## src/rtl/truth_table_sweeper_if.sv

```systemverilog
// Bundle of the sweeper's control handshake, result bus and the four-input
// stimulus/response link to the combinational circuit under test.
interface truth_table_sweeper_if;
    logic        start;
    logic [15:0] expected;
    logic        f_in;
    logic        x;
    logic        y;
    logic        w;
    logic        z;
    logic        busy;
    logic        done;
    logic [15:0] truth_table;
    logic        mismatch;
    logic [4:0]  fail_count;
    logic [3:0]  first_fail_idx;

    // Sweeper side: takes the start request, expected table and f, drives the rest
    modport slave (
        input  start,
        input  expected,
        input  f_in,
        output x,
        output y,
        output w,
        output z,
        output busy,
        output done,
        output truth_table,
        output mismatch,
        output fail_count,
        output first_fail_idx
    );

    // Controller side: issues sweeps and observes the results
    modport master (
        output start,
        output expected,
        output f_in,
        input  x,
        input  y,
        input  w,
        input  z,
        input  busy,
        input  done,
        input  truth_table,
        input  mismatch,
        input  fail_count,
        input  first_fail_idx
    );
endinterface

```

## src/rtl/truth_table_sweeper.sv

```systemverilog
// Walks a 4-input combinational circuit through all 16 input combinations
// (x is the slowest bit, z the fastest), samples f after SETTLE cycles per
// vector, builds the truth table and compares it with a captured expected table.
module truth_table_sweeper #(
    parameter int SETTLE       = 1,
    parameter bit STOP_ON_FAIL = 1'b0
) (
    input  logic                 clk,
    input  logic                 rst,
    truth_table_sweeper_if.slave bus
);

    typedef enum logic [1:0] {
        IDLE,
        APPLY,
        FINISH
    } state_t;

    localparam logic [3:0] SETTLE_CNT = 4'(SETTLE);

    state_t      state;
    state_t      state_next;
    logic [3:0]  idx;
    logic [3:0]  cnt;
    logic [15:0] exp_q;
    logic [15:0] table_q;
    logic [4:0]  fail_q;
    logic [3:0]  first_q;
    logic        mismatch_q;

    logic        sample_now;
    logic        cur_miss;
    logic        last_vec;
    logic        busy_c;
    logic        done_c;

    // Next-state and Moore outputs; the sample strobe marks the last cycle of a vector
    always_comb begin
        state_next = state;
        busy_c     = 1'b0;
        done_c     = 1'b0;
        sample_now = (state == APPLY) && (cnt == SETTLE_CNT);
        cur_miss   = sample_now && (bus.f_in != exp_q[idx]);
        last_vec   = (idx == 4'hF) || (STOP_ON_FAIL && cur_miss);
        case (state)
            IDLE: begin
                if (bus.start) begin
                    state_next = APPLY;
                end
            end
            APPLY: begin
                busy_c = 1'b1;
                if (sample_now && last_vec) begin
                    state_next = FINISH;
                end
            end
            FINISH: begin
                done_c     = 1'b1;
                state_next = IDLE;
            end
            default: begin
                state_next = IDLE;
            end
        endcase
    end

    // State register
    always_ff @(posedge clk) begin
        if (rst) begin
            state <= IDLE;
        end else begin
            state <= state_next;
        end
    end

    // Vector index, settle counter and result accumulation
    always_ff @(posedge clk) begin
        if (rst) begin
            idx        <= 4'd0;
            cnt        <= 4'd0;
            exp_q      <= 16'd0;
            table_q    <= 16'd0;
            fail_q     <= 5'd0;
            first_q    <= 4'd0;
            mismatch_q <= 1'b0;
        end else begin
            case (state)
                IDLE: begin
                    if (bus.start) begin
                        exp_q      <= bus.expected;
                        table_q    <= 16'd0;
                        fail_q     <= 5'd0;
                        first_q    <= 4'd0;
                        mismatch_q <= 1'b0;
                        idx        <= 4'd0;
                        cnt        <= 4'd0;
                    end
                end
                APPLY: begin
                    if (sample_now) begin
                        table_q[idx] <= bus.f_in;
                        if (cur_miss) begin
                            fail_q <= fail_q + 5'd1;
                            if (!mismatch_q) begin
                                first_q    <= idx;
                                mismatch_q <= 1'b1;
                            end
                        end
                        if (!last_vec) begin
                            idx <= idx + 4'd1;
                            cnt <= 4'd0;
                        end
                    end else begin
                        cnt <= cnt + 4'd1;
                    end
                end
                default: begin
                end
            endcase
        end
    end

    // The index register itself drives the circuit under test, so it holds in IDLE
    assign bus.x              = idx[3];
    assign bus.y              = idx[2];
    assign bus.w              = idx[1];
    assign bus.z              = idx[0];
    assign bus.busy           = busy_c;
    assign bus.done           = done_c;
    assign bus.truth_table    = table_q;
    assign bus.mismatch       = mismatch_q;
    assign bus.fail_count     = fail_q;
    assign bus.first_fail_idx = first_q;

endmodule

```

## src/flat_wrapper.sv

```systemverilog
// flat-port wrapper written by rule: the top's interface ports become plain ports
module truth_table_sweeper_flat 
#(
    parameter int SETTLE       = 1,
    parameter bit STOP_ON_FAIL = 1'b0
)
  (clk, rst, bus_start, bus_expected, bus_f_in, bus_x, bus_y, bus_w, bus_z, bus_busy, bus_done, bus_truth_table, bus_mismatch, bus_fail_count, bus_first_fail_idx);
  truth_table_sweeper_if bus_i ();
  input  logic clk;
  input  logic rst;
  input wire logic [$bits(bus_i.start)-1:0] bus_start;
  input wire logic [$bits(bus_i.expected)-1:0] bus_expected;
  input wire logic [$bits(bus_i.f_in)-1:0] bus_f_in;
  output wire logic [$bits(bus_i.x)-1:0] bus_x;
  output wire logic [$bits(bus_i.y)-1:0] bus_y;
  output wire logic [$bits(bus_i.w)-1:0] bus_w;
  output wire logic [$bits(bus_i.z)-1:0] bus_z;
  output wire logic [$bits(bus_i.busy)-1:0] bus_busy;
  output wire logic [$bits(bus_i.done)-1:0] bus_done;
  output wire logic [$bits(bus_i.truth_table)-1:0] bus_truth_table;
  output wire logic [$bits(bus_i.mismatch)-1:0] bus_mismatch;
  output wire logic [$bits(bus_i.fail_count)-1:0] bus_fail_count;
  output wire logic [$bits(bus_i.first_fail_idx)-1:0] bus_first_fail_idx;
  assign bus_i.start = bus_start;
  assign bus_i.expected = bus_expected;
  assign bus_i.f_in = bus_f_in;
  assign bus_x = bus_i.x;
  assign bus_y = bus_i.y;
  assign bus_w = bus_i.w;
  assign bus_z = bus_i.z;
  assign bus_busy = bus_i.busy;
  assign bus_done = bus_i.done;
  assign bus_truth_table = bus_i.truth_table;
  assign bus_mismatch = bus_i.mismatch;
  assign bus_fail_count = bus_i.fail_count;
  assign bus_first_fail_idx = bus_i.first_fail_idx;
  truth_table_sweeper #(.SETTLE(SETTLE), .STOP_ON_FAIL(STOP_ON_FAIL)) u_core (.clk(clk), .rst(rst), .bus(bus_i));
endmodule
```

## config.mk

```make
export PLATFORM = sky130hd
export DESIGN_NAME = truth_table_sweeper_flat
export DESIGN_NICKNAME = d
export VERILOG_FILES = /design/src/rtl/truth_table_sweeper_if.sv /design/src/rtl/truth_table_sweeper.sv /design/src/flat_wrapper.sv
export SDC_FILE = /design/constraint.sdc
export NUM_CORES = 1
export LEC_CHECK = 0
export ABC_AREA = 1
export BUFFER_PORTS_ARGS = -buffer_cell sky130_fd_sc_hd__buf_2
export CAP_MARGIN = 20
export CORE_MARGIN = 2
export CORE_UTILIZATION = 45
export DETAILED_ROUTE_END_ITERATION = 12
export GPL_TIMING_DRIVEN = 1
export PLACE_DENSITY_LB_ADDON = 0.2
export SETUP_SLACK_MARGIN = 0.5
export SLEW_MARGIN = 40
export SYNTH_ARGS = -nofsm -noshare
export SYNTH_HDL_FRONTEND = slang
export SYNTH_SLANG_ARGS = --single-unit
export TNS_END_PERCENT = 30
```

## constraint.sdc

```tcl
create_clock -name clk -period 2.81 [get_ports clk]
set_input_delay 0.4215 -clock clk [delete_from_list [all_inputs] [get_ports clk]]
set_output_delay 0.4215 -clock clk [all_outputs]
set_load 0.005 [all_outputs]
```

==> summary by stage, run 1 <==
GRT
Across every metal layer, demand over resource in global routing totals 0.184. The number of global-route vias before repair is 2,041. The leftover overflow at the end of global routing is 0. The initial antenna violation count is 0. The first global-routing pass estimated 9.14 mm of wire. The maximum number of pins on one net before global-route repair is 33.

Min path
The hold path startpoint is bus_expected[1]. The worst hold path belongs to the class input port to flop. The worst hold path stage count is 3. For hold timing, the worst endpoint is u_core.exp_q[1]$_SDFFE_PP0P_.

Worst setup path
The start of the worst register-to-register path is u_core.idx[1]$_SDFFE_PP0P_. Across all register-to-register paths, the minimum setup slack is 0.84 ns. The logic depth of the worst register-to-register path is 10. Traced cell by cell, the critical path runs through ha_1 -> inv_1 -> o21ai_0 -> inv_1 -> nand2_1 -> nand2_1 -> inv_1 -> nand2_1 -> a21oi_1 -> o21a_1. The category of the most critical setup path is flop to flop. The critical path arrival is 2.22 ns.

Grouping stages by cell kind, the critical path spends the most delay in flip-flops. The slowest stage of the critical path belongs to the cell dfxtp_1. STA classifies the critical path startpoint as a flop.

In this design, the stage delay of the slowest critical-path cell is 0.54 ns. The nature of the critical path endpoint is a flop. The required time at the endpoint of the critical path is 3.07 ns.

The sum of buffers and inverters on the critical path is 3. The largest fanout on the critical path is 10. The worst register-to-register path ends at u_core.cnt[2]$_SDFFE_PP0P_.

Logic synthesis
The post-synthesis cell type count is 28. The total nets after synthesis is 386. Counting flops and latches in the post-synthesis netlist gives 52. After synthesis the cells add up to 2470 sq um. The most used flip-flop cell after synthesis is dfxtp_1. The synthesized netlist cell count is 359. The count of synthesis-stage warnings from yosys is 0. The number of synthesized flops with an enable pin is 0.

The mean instance size in the synthesized netlist is 6.89 sq um. For this run, asynchronously set or reset flops after synthesis account for 0. The share of the yosys chip area belonging to registers is 0.421.

Power and ir drop
The highest ir drop seen on vdd is 249 uV. In this run the static leakage power is 1.34 nW. The total power per unit cell area is 509 nW/um^2. The design draws 1.46 mW.

STA
The count of pins over their slew limit was 0. The final cycle utilization of the critical path is 0.700. Adding up every negative setup slack in the final design gives 0 ns. The total of endpoints with negative setup slack in the final report is 0.

The final worst hold slack is 0.388 ns. Setup repair after global routing left no endpoint under its margin. The count of final hold-check violations was 0.

The final clock skew is 0.00712 ns. Setup slack on the critical path of the routed design comes to 0.842 ns. Measured against its own limit, the worst slew margin works out to 0.609. Derived from the worst setup path, the maximum achievable clock frequency is 0.508 GHz. The shortest clock period the worst path allows after layout is 1.97 ns. For the pin with the worst max-slew slack, the measured transition is 0.587 ns.

CTS
Once the clock tree was built, the setup fixing pass inserted 0 buffers. The TritonCTS sink count is 52. Counting the buffers created by CTS gives 5. For the worst-skew pair, the clock arrives at the later sink with an insertion delay of 0.31 ns.

The count of hold-fix buffers inserted at cts is 0. The number of levels in the clock H-tree is 2. The clock tree buffer depth is 2. The number of cells upsized or downsized after cts is 0.

TritonCTS built the clock tree. Clock-pin slew was measured on the worst setup and hold paths at 0.09 ns. The root buffer cell chosen for the clock tree is clkbuf_8.

Route
The routed layout has 2,297 vias. The top layer reached by signal wires is met4. In this run, the number of DRC markers left after iteration 0 of detailed routing was 91. The count of nets left with antenna violations once routing finished came out at 0. The sum of met3 wire segment lengths after detailed routing is 256 um. The met2 wire length is 2.24 mm. In the final routing, the length of wire on met1 measures 2.68 mm. The via density per instance is 4.80.

Dividing the detail-routed wire length by the instance count gives 11.0 um. The first-pass iteration count of the detailed router is 4. The remaining routing DRC violations is 0.

The wire length after detailed routing is 5.26 mm.

Finish
Summing all non-filler instances in the final layout gives an area of 2860 sq um. The share of cells above drive strength 1 is 0.182. Once layout is complete, the utilization of the core stands at 0.529. The area added between synthesis and finish is 15.6%. Leaving out filler cells and counting taps, the final layout contains 479. The diode insertion count for antenna repair is 0. The number of nets in the finished design is 433.

The number of fill cells in the layout is 585.

Floorplanning
The core region is 5410 sq um. The die covers 6110 sq um. The overall die height is 78.2 um.

For this design the top-level I/O count stands at 52. The initial core utilization is 0.458. After floorplanning, the core was divided into 27 placement rows. In this run the horizontal extent of the chip is 78.2 um.

Run status
The flow ran to the end, and the final reports show no timing, DRC or antenna violations.

Job
The max-cap violation count is 0.

Placed design
The minimum setup slack after placement is 0.910 ns. The HPWL reported at the end of detailed placement is 3.87 mm. Buffers placed on the I/O ports in this run total 51.

Once placement finished, the instance area stood at 2770 sq um. The congestion estimate from routability-driven global placement came to 0.811. Once placement completed, the tool counted placed cells totaling 471.
-- placed cells by master (no fill, tap or decap), types with 3 or more instances in the layout --
cell type,netlist,layout
nand2_1,83,83
dfxtp_1,52,52
buf_2,2,51
a21oi_1,45,45
inv_1,41,41
nor2_1,38,38
o21ai_0,36,36
nand3_1,17,17
ha_1,7,7
clkbuf_8,0,6
inv_2,5,5
nor3_1,3,3
-- synthesized netlist by cell type (2+ instances only) --
master    count  area, sq um
o21ai_1       2         10.0
dfxtp_1      52         1040
nor3_1        3         15.0
buf_6         2         22.5
a21oi_1      45          225
xnor2_1       2         17.5
clkbuf_1      9         33.8
nand3_1      17         85.1
buf_2         2         10.0
a211oi_1      2         15.0
nand2_4       2         22.5
nand2_1      83          312
inv_1        41          154
nor2_1       38          143
ha_1          7         87.6
inv_2         5         18.8
o21ai_0      36          180
-- layer usage --
layer | up-vias | track usage
li1 | 1236 | -
met1 | 996 | 0.257
met2 | 58 | 0.290
met3 | 7 | 0.0299
met4 | 0 | 0.0632
met5 | - | 0
-- area by class of cell --
| class | count | area [sq um] | share of cell area |
|---|---|---|---|
| inverters | 48 | 183 | 0.0638 |
| clock buffers | 6 | 82.6 | 0.0289 |
| clock inverters | 2 | 10.0 | 0.00350 |
| multi-input cells | 246 | 1180 | 0.414 |
| repair buffers | 53 | 270 | 0.0944 |
| well taps | 72 | 90.1 | 0.0315 |
| flip-flops and latches | 52 | 1040 | 0.364 |
-- state kept, by name, summed over array words and instances (netlist names) --
signal and cells:
u_core.cnt 4, u_core.bus.truth_table 16, u_core.idx 4, u_core.bus.first_fail_idx 4, u_core.bus.fail_count 5, u_core.bus.mismatch 1, u_core.state 2, u_core.exp_q 16
-- worst min-delay path: stages --
cell and delay [ns]:
buf_2 0.07, o21ai_0 0.07, a21oi_1 0.10
-- power by group --
part	total, mW	internal (mW)	switching (mW)
Clock	0.439	0.197	0.242
Sequential	0.787	0.772	0.0151
Combinational	0.231	0.0770	0.153
Total	1.46	1.05	0.411
-- logic make-up (layout without fill, tap and decap cells) --
logic type,Yosys count,count (layout),synth area share
XOR/XNOR,3,3,0.0106
flip-flops,52,52,0.421
buffers and inverters,61,109,0.101
adder cells (fa/ha/maj),7,7,0.0354
AND/OR/NAND/NOR,150,150,0.256
AO/OA/AOI/OAI,86,86,0.177
-- how the worst max path moves through the flow --
stage | start | to | slack, ns | cells past startpoint
after global placement | u_core.cnt[0]$_SDFFE_PP0P_ | u_core.bus.truth_table[15]$_SDFFE_PP0P_ | 0.96 | 11
after global routing | u_core.idx[1]$_SDFFE_PP0P_ | u_core.cnt[2]$_SDFFE_PP0P_ | 0.58 | 10
after CTS | u_core.idx[1]$_SDFFE_PP0P_ | u_core.cnt[2]$_SDFFE_PP0P_ | 0.87 | 10
after detailed placement | u_core.idx[1]$_SDFFE_PP0P_ | u_core.cnt[2]$_SDFFE_PP0P_ | 0.91 | 10
final | u_core.idx[1]$_SDFFE_PP0P_ | u_core.cnt[2]$_SDFFE_PP0P_ | 0.84 | 10
after floorplan | u_core.idx[1]$_SDFFE_PP0P_ | u_core.idx[3]$_SDFFE_PP0P_ | 1.17 | 11
No activity file was read; power rests on OpenSTA's default activity.
==> inputs of run 2 (changes only) <==
Settings changed: ABC_AREA 1 to 0.
Clock period 2.81 ns to 1.7 ns, I/O delays scaled along.
==> summary by stage, run 2 <==
Run status
The run finished, with violations left. The final reports fail on negative setup slack.

CTS
The CTS buffer count is 5. The clock transition at the registers of the reported paths is 0.10 ns. Buffers inserted to repair hold after CTS numbered 0. CTS built an H-tree with a depth of 2. TritonCTS built the clock tree. The buffer cell driving the clock tree root is clkbuf_8.

The worst-skew pair later-pin latency is 0.31 ns. In this run the deepest clock path goes through 2 buffers. The TritonCTS sink count is 52.

Job
The tool flagged a number of max-cap violations equal to 0.

Worst setup path
The sum of buffers and inverters on the critical path is 0. The critical path arrival is 2.50 ns. The number of gates on the worst path with buffers counted is 5. The largest single stage delay on the critical path is 0.56 ns. The type of element launching the critical path is a flop.

Traced cell by cell, the critical path runs through mux4_2 -> mux4_2 -> xnor2_4 -> or3_4 -> a21oi_2. The cell family with the largest share of critical-path delay is multiplexers. In this run the worst path has a maximum fanout of 5. The required time at the endpoint of the critical path is 1.95 ns. For the worst flop-to-flop path, the logic depth is 5. The nature of the critical path endpoint is a flop. The slowest stage cell on the critical path is mux4_2. The category of the most critical setup path is flop to flop. The critical path's most frequent cell is mux4_2.

STA
The shortest clock period the worst path allows after layout is 2.24 ns. The slew at the pin with the worst max-slew slack is 0.460 ns. Setup repair after global routing could not meet its margin everywhere. Of the available clock period, the critical path in the final layout requires 1.32.

The achievable frequency is 0.446 GHz. The final worst setup slack is -0.541 ns. The remaining max-slew budget at the tightest pin is 0.694. The total of endpoints with negative setup slack in the final report is 15. The count of pins over their slew limit was 0.

The count of final hold-check violations is 0. The clock arrives with 0.0100 ns of skew.

Placed design
The placed cell area is 3080 sq um. The number of cells in the design after placement is 434. Before CTS, the worst setup slack after placement is -0.516 ns.

The final estimated routing congestion in global placement is 0.768. The HPWL after detailed placement is 4.45 mm. In this run the tool buffered the top-level ports with 51 buffer cells.

Min path
The worst hold path was traced through 3 stages. The tightest min-delay check is of the input port to flop type.

GRT
Entering global routing, the biggest net connects 27 pins. The first global-routing pass estimated 10.8 mm of wire. The initial antenna violation count came to 0. The number of global-route vias before repair came to 2,314. The combined global-route utilization of all metal layers is 0.216. Global routing finished with a remaining overflow of 0.

Finish
The area added between synthesis and finish is 38.8%. For this run, the share of the core covered by cells in the final layout is 0.645. After routing the design area is 3550 sq um. The top cell types in the final layout, fill and taps aside, are 53 x nand2_1, 49 x buf_2, 45 x a21oi_1, 45 x dfxtp_1, 27 x buf_4. The leading cell type in the layout, fill and taps excluded is nand2_1. The number of fill cells in the layout is 442. The number of nets in the finished design is 406. Of the cells placed in the final design, the portion with a size suffix greater than 1 is 0.424. Summing all flip-flop and latch instances after layout gives 1060 sq um. The diode insertion count for antenna repair is 0. The finished layout holds 452 standard cells, fillers aside. The multi-input logic area is 1690 sq um.

Logic synthesis
The biggest area contributor in the post-synthesis netlist is dfxtp_1. For this run, the register share of the synthesized area comes to 0.407. By area the synthesized netlist is led by dfxtp_1 41%, a21oi_1 10%, nand2_1 7.8%, mux4_2 4.4%, ha_1 3.4%.

During synthesis, Yosys emitted a total of 0 warnings. The number of synthesized flops with an enable pin is 0. The prevailing post-synth register cell is dfxtp_1. The netlist uses 47 different library cells. Sorting the synthesized cells by how often they occur yields 53 x nand2_1, 52 x dfxtp_1, 51 x a21oi_1. Of all flip-flops after synthesis, the portion carrying an async set or reset was 0. Counting flops and latches in the post-synthesis netlist gives 52. The total nets after synthesis is 333. Of the post-synthesis cell area, the dominant cell type holds 0.407.

Dividing the synthesized area by the synthesized cell count gives 8.36 sq um. The cell area that synthesis handed to floorplanning was 2560 sq um. The most frequent cell after synthesis is nand2_1. Synthesis produced a netlist whose cell count is 306.

Route
The first-pass iteration count of the detailed router is 4. The number of nets still failing antenna checks after routing is 0. The remaining routing DRC violations is 0. Summing over every cut layer, the via total after detailed routing is 2,438. The via density per instance is 5.39. The wire length per cell is 14.7 um.

The starting DRC count in detailed routing is 166. After detailed routing, the total wire length is 6.64 mm.

Power and ir drop
For this design the static power due to leakage is 1.42 nW. The highest ir drop seen on vdd is 466 uV. The total power per unit cell area is 678 nW/um^2. The overall power after layout is 2.41 mW.

Floorplanning
The core region is 5510 sq um. Pin placement for this block handled 52 I/O pins. The floorplan has 27 rows. In this run the horizontal extent of the chip is 79.4 um. The die covers 6310 sq um. The initial core utilization is 0.465. The overall die height is 79.4 um.
## run 2: final cells by class
cell class | instances | area share
sequential | 52 | 0.298
multi-input combinational | 226 | 0.475
clock buffer | 7 | 0.0243
clock inverter | 1 | 0.00211
tap | 72 | 0.0254
inverter | 6 | 0.00634
timing repair buffer | 88 | 0.169
## run 2: tightest hold or removal path, cell delays in order
cell and delay [ns]:
buf_2 0.09, nand2_1 0.04, a21oi_1 0.05
## run 2: final timing paths
check	slack [ns]	from	to
setup / recovery	-0.54	u_core.idx[1]$_SDFFE_PP0P_	u_core.bus.fail_count[1]$_SDFFE_PP0P_
hold / removal	0.17	bus_expected[1]	u_core.exp_q[1]$_SDFFE_PP0P_
setup reg to reg	-0.54	u_core.idx[1]$_SDFFE_PP0P_	u_core.bus.fail_count[1]$_SDFFE_PP0P_
hold reg to reg	0.46	u_core.bus.truth_table[5]$_SDFFE_PP0P_	u_core.bus.truth_table[5]$_SDFFE_PP0P_
## run 2: layer usage
layer / track usage / part of all wire / wire, um
met1: 0.290 / 0.48 / 3210
met2: 0.353 / 0.47 / 3100
met3: 0.0441 / 0.038 / 252
met4: 0.0638 / 0.011 / 74
met5: 0 / 0 / 0
## run 2: repair_timing
| action | 4_1_cts | 5_1_grt |
|---|---|---|
| gates resized for setup | 44 | 27 |
| buffers inserted | 5 | 4 |
| endpoints found under the setup margin | 58 | 59 |
| pin swaps | 22 | 30 |
| cloned | 0 | 1 |
## run 2: per-stage QoR
stage | setup TNS (ns) | hold slack (ns)
6_report | -5.08 | 0.173
5_1_grt | -6.62 | 0.169
4_1_cts | -4.95 | 0.171
3_5_place_dp | -4.83 | 0.449
3_3_place_gp | -4.26 | 0.447
2_1_floorplan | -4.54 | 0.346
## run 2: cells by family after synthesis
family,Yosys count,synth area share
and+or+nand+nor,112,0.213
AOI/OAI and AO/OA,92,0.212
DFF,52,0.407
buffers and inverters,29,0.0494
muxes,9,0.0606
adders and majority gates,7,0.0342
xor gates and xnor gates,5,0.0245
## run 2: power by group
group	switching (mW)	total [mW]	internal, mW
sequential	0.0260	1.27	1.25
clock	0.406	0.737	0.332
combinational	0.216	0.399	0.183
total	0.648	2.41	1.76
==> inputs of run 3 (changes only) <==
Settings changed: ABC_AREA 0 to 1, CELL_PAD_IN_SITES_DETAIL_PLACEMENT from default to 0, CELL_PAD_IN_SITES_GLOBAL_PLACEMENT from default to 1, CORE_UTILIZATION 45 to 34, SETUP_SLACK_MARGIN 0.5 to 0.4.
==> summary by stage, run 3 (same netlist as run 1, synthesis figures left out) <==
STA
The smallest clock period supported by the final layout is computed as 1.64 ns. The final cycle utilization of the critical path is 0.965. The count of final hold-check violations was 0.

In the final timing run, aggregate negative setup slack is 0 ns. Setup repair after global routing could not meet its margin everywhere. Based on the critical path, the design can be clocked at up to 0.610 GHz. The worst pin sits at a relative slew slack of 0.822. The final worst setup slack is 0.0602 ns.

Between clock sinks in the finished design, the worst skew comes to 0.00548 ns. The count of pins over their slew limit is 0. The total of endpoints with negative setup slack in the final report is 0. At the pin with the least slew margin, the transition time is 0.268 ns.

Power and ir drop
The highest ir drop seen on vdd is 316 uV. The leakage power is 1.54 nW. The total power per unit cell area is 756 nW/um^2.

Finish
In the final layout, flip-flops and latches occupy 1050 sq um. Once layout is complete, the utilization of the core stands at 0.479. At the end of the flow, the number of nets in the layout was 474. The area added between synthesis and finish is 38.2%. The number of fill cells in the layout is 783. The top cell types in the final layout, fill and taps aside, are 70 x nand2_1, 50 x buf_2, 45 x dfxtp_1.

The share of cells above drive strength 1 is 0.366. The leading cell type in the layout, fill and taps excluded is nand2_1. The number of antenna diodes in the final layout is 0. In the final layout, the multi-input gates occupy 1350 sq um.

Worst setup path
The slowest stage cell on the critical path is dfxtp_4. Walking the worst path, the cells encountered are clkinvlp_4 -> nand3_2 -> nand2_2 -> nand2_2 -> nand2_2 -> o21ai_2 -> nand3_4 -> buf_4 -> inv_4 -> nand2_1 -> a21oi_2. The start of the worst register-to-register path is u_core.idx[1]$_SDFFE_PP0P_. The worst setup path is captured at a flop. By instance count, the cell type seen most on the critical path is nand2_2.

The sum of buffers and inverters on the critical path is 3. The largest fanout on the critical path is 7. For the worst setup path, the data arrival time is 1.89 ns. The kind of cell with the highest combined delay along the critical path is simple AND/OR/NAND/NOR gates. STA puts the critical path data required time at 1.95 ns. By startpoint and endpoint, the worst setup path is classified as flop to flop. The worst register-to-register path has a setup slack of 0.06 ns. The critical path's largest stage delay is 0.39 ns. The type of element launching the critical path is a flop. The critical path starts at u_core.idx[1]$_SDFFE_PP0P_.

Min path
The hold path startpoint is rst. The classification of the worst-slack hold path is input port to flop.

Route
The wire length after detailed routing is 6.45 mm. After detailed routing, the average wire length per cell comes to 11.8 um. The detailed-route via count is 2,501. The starting DRC count in detailed routing is 92.

The first detailed-routing pass took 4 iterations. The via density per instance is 4.57. The remaining routing DRC violations is 0. The number of nets still failing antenna checks after routing is 0.

Floorplanning
The die extent in x is 89.3 um. Row generation in the floorplan step produced 31 rows. The die is 89.3 um tall. The die covers 7980 sq um. The top-level port count is 52. For this configuration, the core starts out at a cell density of 0.347. In this run the standard cell core region covers 7140 sq um.

GRT
The initial antenna violation count was 0. The number of global-route vias before repair was 2,316. The leftover overflow at the end of global routing is 0. The combined global-route utilization of all metal layers is 0.170.

The first global-routing pass estimated 10.6 mm of wire. The maximum number of pins on one net before global-route repair is 33.

CTS
The TritonCTS sink count is 52. The count of hold-fix buffers inserted at cts is 0. The CTS buffer count is 5. The buffer cell driving the clock tree root is clkbuf_8.

The number of levels in the clock H-tree is 2. The clock tree buffer depth is 2. TritonCTS built the clock tree. The worst-skew pair later-pin latency is 0.31 ns. Clock-pin slew was measured on the worst setup and hold paths at 0.09 ns.

Placed design
The final estimated routing congestion in global placement is 0.814. During placement, the flow inserted port buffers numbering 51. Timing analysis after detailed placement gives a worst setup slack of 0.0610 ns. The HPWL reported at the end of detailed placement is 4.50 mm.

Job
The max-cap violation count is 0.

Run status
The flow ran to the end, and the final reports show no timing, DRC or antenna violations.
==> run 3: cell count changes in the layout (fill, tap and decap cells not counted), sizes merged, moves of 6 or more <==
cell / delta
nand3: +11
nand2b: -6
nor2: +30
a21oi: -10
o21ai: +22
nand2: +32
inv: +40
==> run 3: worst paths after layout <==
kind	endpoint	cells past startpoint
max	u_core.bus.fail_count[2]$_SDFFE_PP0P_	11
min	u_core.idx[1]$_SDFFE_PP0P_	2
max reg2reg	u_core.bus.fail_count[2]$_SDFFE_PP0P_	11
min reg2reg	u_core.exp_q[8]$_SDFFE_PP0P_	2
==> run 3: where the power goes <==
part,internal [mW],switching (mW),total [mW]
clock,0.291,0.410,0.700
sequential,1.28,0.0262,1.30
combinational,0.250,0.332,0.582
total,1.82,0.768,2.58
==> run 3: what timing repair did <==
action,in CTS,in global routing
cloned,1,0
pin swaps,11,13
resized for setup,32,45
setup endpoints to repair,43,56
buffers inserted,9,7
==> run 3: per-layer routing <==
layer / share of wire / GRT usage
met1: 0.48 / 0.221
met2: 0.47 / 0.286
met3: 0.042 / 0.0406
met4: 0.011 / 0.0421
met5: 0 / 0
==> run 3: through the flow <==
stage / cells / hold WS, ns / cell area, sq um / total power [mW]
finish: 547 / 0.217 / 3420 / 2.58
global route: 547 / 0.228 / 3420 / 2.74
CTS: 540 / 0.198 / 3260 / 2.54
detailed placement: 522 / 0.446 / 3000 / 1.79
global placement: 522 / 0.438 / 3000 / 1.79
floorplan: 359 / 0.429 / 2490 / 1.62
==> run 3: final cells by class <==
type                            count  share of cell area
Clock buffer                        7              0.0223
Inverter                           48              0.0582
Clock inverter                      1             0.00146
Tap cell                           99              0.0362
Multi-Input combinational cell    246               0.396
Timing Repair Buffer               93               0.175
Timing Repair inverter              1             0.00220
Sequential cell                    52               0.308
